==> src/rtl/riscv_pkg.sv <==
// Shared RISC-V pipeline types: fetch-to-decode packet and the canonical NOP encoding.
package riscv_pkg;

  localparam int XLEN = 32;

  // addi x0,x0,0; presented to decode whenever no real packet is available
  localparam logic [31:0] NOP_INSTR = 32'h0000_0013;

  typedef struct packed {
    logic [XLEN-1:0] pc;
    logic [31:0]     instruction;
    logic [XLEN-1:0] pc_plus4;
    logic            valid_if_id;
  } if_id_reg_t;

endpackage

==> src/rtl/if_id_queue.sv <==
// In-order fetch->decode packet queue with taken-branch flush; a push is visible on id_out the cycle after.
// Back-pressure: pc_stall = full (registered state only); flush drops all entries and the incoming packet.
module if_id_queue
  import riscv_pkg::*;
#(
  parameter int DEPTH = 4,
  parameter int CNT_W = $clog2(DEPTH + 1)
) (
  input  logic             clk,
  input  logic             reset,
  input  if_id_reg_t       if_in,
  input  logic             flush,
  input  logic             id_ready,
  output if_id_reg_t       id_out,
  output logic             pc_stall,
  output logic [CNT_W-1:0] count
);

  localparam int PTR_W = $clog2(DEPTH);

  generate
    if (DEPTH < 2 || (DEPTH & (DEPTH - 1)) != 0) begin : g_depth_check
      $error("if_id_queue: DEPTH must be a power of two and at least 2");
    end
  endgenerate

  if_id_reg_t       mem [DEPTH];
  logic [PTR_W-1:0] rptr;
  logic [PTR_W-1:0] wptr;
  logic             full;
  logic             empty;
  logic             push;
  logic             pop;

  assign full     = (count == CNT_W'(DEPTH));
  assign empty    = (count == '0);
  assign pc_stall = full;

  // Flush outranks both sides: the wrong-path packet is dropped and the head is not consumed.
  assign push = if_in.valid_if_id && !full && !flush;
  assign pop  = !empty && id_ready && !flush;

  always_ff @(posedge clk or negedge reset) begin
    if (!reset) begin
      rptr  <= '0;
      wptr  <= '0;
      count <= '0;
    end else if (flush) begin
      rptr  <= '0;
      wptr  <= '0;
      count <= '0;
    end else begin
      if (push) wptr <= wptr + PTR_W'(1);
      if (pop)  rptr <= rptr + PTR_W'(1);
      if (push && !pop)      count <= count + CNT_W'(1);
      else if (pop && !push) count <= count - CNT_W'(1);
    end
  end

  // Storage needs no reset; entries are only read while count says they are live.
  always_ff @(posedge clk) begin
    if (push) mem[wptr] <= if_in;
  end

  always_comb begin
    id_out.pc          = '0;
    id_out.instruction = NOP_INSTR;
    id_out.pc_plus4    = '0;
    id_out.valid_if_id = 1'b0;
    if (!empty) begin
      id_out             = mem[rptr];
      id_out.valid_if_id = 1'b1;
    end
  end

endmodule

==> config.mk <==
export PLATFORM = sky130hd
export DESIGN_NAME = if_id_queue
export DESIGN_NICKNAME = d
export VERILOG_FILES = /design/src/rtl/riscv_pkg.sv /design/src/rtl/if_id_queue.sv
export SDC_FILE = /design/constraint.sdc
export NUM_CORES = 1
export LEC_CHECK = 0
export ABC_CLOCK_PERIOD_IN_PS = 4600
export CAP_MARGIN = 10
export CORE_MARGIN = 5
export CORE_UTILIZATION = 45
export CTS_BUF_LIST = sky130_fd_sc_hd__clkbuf_8
export DETAILED_ROUTE_END_ITERATION = 12
export PLACE_DENSITY = 0.67
export SYNTH_ARGS = -nofsm -noshare
export SYNTH_HDL_FRONTEND = slang
export SYNTH_SLANG_ARGS = --single-unit
==> constraint.sdc <==
create_clock -name clk -period 4.6 [get_ports clk]
set_input_delay 0.92 -clock clk [delete_from_list [all_inputs] [get_ports clk]]
set_output_delay 0.92 -clock clk [all_outputs]
set_load 0.05 [all_outputs]
==> flow_summary.ini <==
[cts]
post_cts_buffers = 0
clock-sinks = 391
cts-root-buf = clkbuf_8
clock_latency_ns = 0.58
postCtsHoldBufs = 0
max-clock-path-buffers = 3
cts_made_buffers = 61
cts_tree = done
path_clk_slew_ns = 0.06
cts_resized = 0
count_of_h_tree_levels_built_during_cts = 2

[floorplan]
die_footprint_um2 = 37000
placement_rows = 66
fp.dieW_um = 192
ios = 202
fp.dieH_um = 192
core_area_um2 = 32700
initial_standard_cell_utilization_of_the_core = 0.458

[placement]
numPlacedInstances = 1293
post-dp-hpwl_um = 17900
gp_routability_congestion = 0.691
dp_worst_setup_slack_ns = 1.03
io_port_bufs = 201

[logic_synthesis]
leading_post_synthesis_cells_by_cell_area = edfxtp_1, mux4_2, and2_1
synthesis.instances = 666
synth_async_sr_flop_share = 0.0179
nets_in_the_synthesized_netlist = 772
ys_warn_count = 0
synthesis.area_per_instance_um2 = 22.5
synth-edff-count = 384
synth_ff_type = edfxtp_1
postSynthRegisterBits = 391
synth_largest_type_area_fraction = 0.770
synthesis.area_um2 = 15000
synth.yosys.seq_area_share = 0.781
post_synth_num_cell_types = 29
synthDominantAreaCellType = edfxtp_1

[setup_path]
timing.critical_path.depth = 5
endpoint_kind = primary output
worst_ep_arrival_time_ns = 3.19
timing.critical_path.max_delay_family = buffers and inverters
timing.critical_path.slowest_cell_delay_ns = 0.71
startpoint_type = flop
critPathKind = reg2out
r2r_slack_ns = 1.45
timing.critical_path.buf_inv = 3
critical-path-slowest-cell = clkdlybuf4s50_1
crit_path_max_fanout = 24
worstReg2RegStart = count[0]$_DFFE_PN0P_
cp_cell_sequence = nor3_1 -> inv_2 -> buf_4 -> and2_1 -> clkdlybuf4s50_1
worstRegToRegCells = 9
critPathRequiredTime_ns = 3.68
timing.critical_path.from = count[0]$_DFFE_PN0P_

[power_and_ir_drop]
worst_ir_drop_vdd_uv = 503
power_density_nw_per_um2 = 647
static-leakage-power_uw = 0.00604

[timing]
rsz0062_at_grt = false
hold_viol = 0
slew_headroom = 0.583
finClkSkew_ns = 0.0134
layout_worst_path_cycle_share = 0.893
drv_slew = 0
fin_setup_tns_ns = 0
tightest_slew_ns = 0.626
max_freq_ghz = 0.243
period_needed_ns = 4.11
final.setup.worst_slack_ns = 0.492
setup_viol_count_final = 0

[global_routing]
largest_net_degree_at_the_start_of_global_routing = 97
globalRoute.totalOverflow = 0
first_global_vias = 7903
grt_first_pass_wirelength_um = 45800
antenna_found_initial = 1
grtUsageTotal = 0.162

[hold_path]
timing.hold.worst.start = wptr[1]$_DFFE_PN0P_
timing.hold.worst.class = reg2reg
hold_path_depth = 2

[routing]
routed-via-count = 7181
number_of_vias_per_cell = 5.11
routed_wirelength_um = 29700
ant_nets = 0
drcViolationCount = 0
drtPass1Iterations = 5
wire_per_inst_um = 21.1
drt_iter0_drc = 437

[outcome]
outcome = finished, final reports clean

[final_layout]
mostFrequentLayoutCells = edfxtp_1, clkdlybuf4s50_1, mux4_2
finish.net_count = 1020
area_growth_pct = 25.2
layout_commonest_cell = edfxtp_1
final-instance-count-excl-fill = 1405
drive_gt1_frac = 0.199

[flow_run]
maxCapViolations = 0
cells in the mapped netlist (2+ instances only):
cell type	number
and2_1	99
buf_2	13
buf_6	2
buf_8	2
clkbuf_1	17
dfrtp_1	7
edfxtp_1	384
ha_1	4
inv_1	5
mux4_2	96
nand2_1	3
nor2_1	8
nor3_1	2
o21ai_0	3
or2_1	3
xnor2_1	2
xor2_1	4
power by group:
part	total [uW]	internal, uW	switching, uW
Sequential	4320	4170	155
Combinational	5160	1950	3210
Clock	2650	1400	1250
tightest hold or removal path: stages, from the launching register on:
cell and delay, ns:
dfrtp_1 0.40, mux2i_1 0.09, nor2_1 0.07
sequential cells by signal, summed over array words and instances, names as in the netlist:
name / cells
mem: 384
wptr: 2
rptr: 2
count: 3
worst paths after layout:
path,to
worst max register to register,count[1]$_DFFE_PN0P_
worst min-delay path,wptr[1]$_DFFE_PN0P_
max in group asynchronous,rptr[0]$_DFFE_PN0P_
min in group asynchronous,rptr[1]$_DFFE_PN0P_
worst max-delay path,id_out[84]
worst min register to register,wptr[1]$_DFFE_PN0P_
routing by layer:
metal | wire length [um] | vias to the layer above | part of all wire | GRT usage
met1 | 12300 | 3692 | 0.41 | 0.214
met4 | 563 | 0 | 0.019 | 0.0392
met2 | 14500 | 229 | 0.49 | 0.264
met3 | 2300 | 48 | 0.077 | 0.0516
li1 | - | 3212 | - | -
met5 | 0 | - | 0 | 0
final cells by class:
cell class	instances	area, um2
fill	2512	13900
clock inverter	50	282
inverter	5	18.8
multi-input combinational	235	3080
clock buffer	61	840
timing repair buffer	220	2270
tap	442	553
sequential	391	11700
antenna	1	2.50
cells by family after synthesis:
family                   share of synthesized area
AO/OA/AOI/OAI                              0.00443
XOR/XNOR                                   0.00351
adder cells (fa/ha/maj)                    0.00468
buffers and inverters                       0.0137
flip-flops                                   0.781
multiplexers                                 0.145
AND/OR/NAND/NOR                             0.0475
stage by stage:
stage / hold WS, ns / cell area, um2 / total power, uW / util
final: 0.598 / 18800 / 12100 / 0.574
after global routing: 0.588 / 18800 / 12700 / 0.574
after CTS: 0.576 / 18800 / 12300 / 0.574
after detailed placement: 0.588 / 17600 / 9630 / 0.539
after global placement: 0.587 / 17600 / 9620 / 0.539
after floorplan: 0.542 / 15000 / 7890 / -
Power figures use the tool's default switching activity.
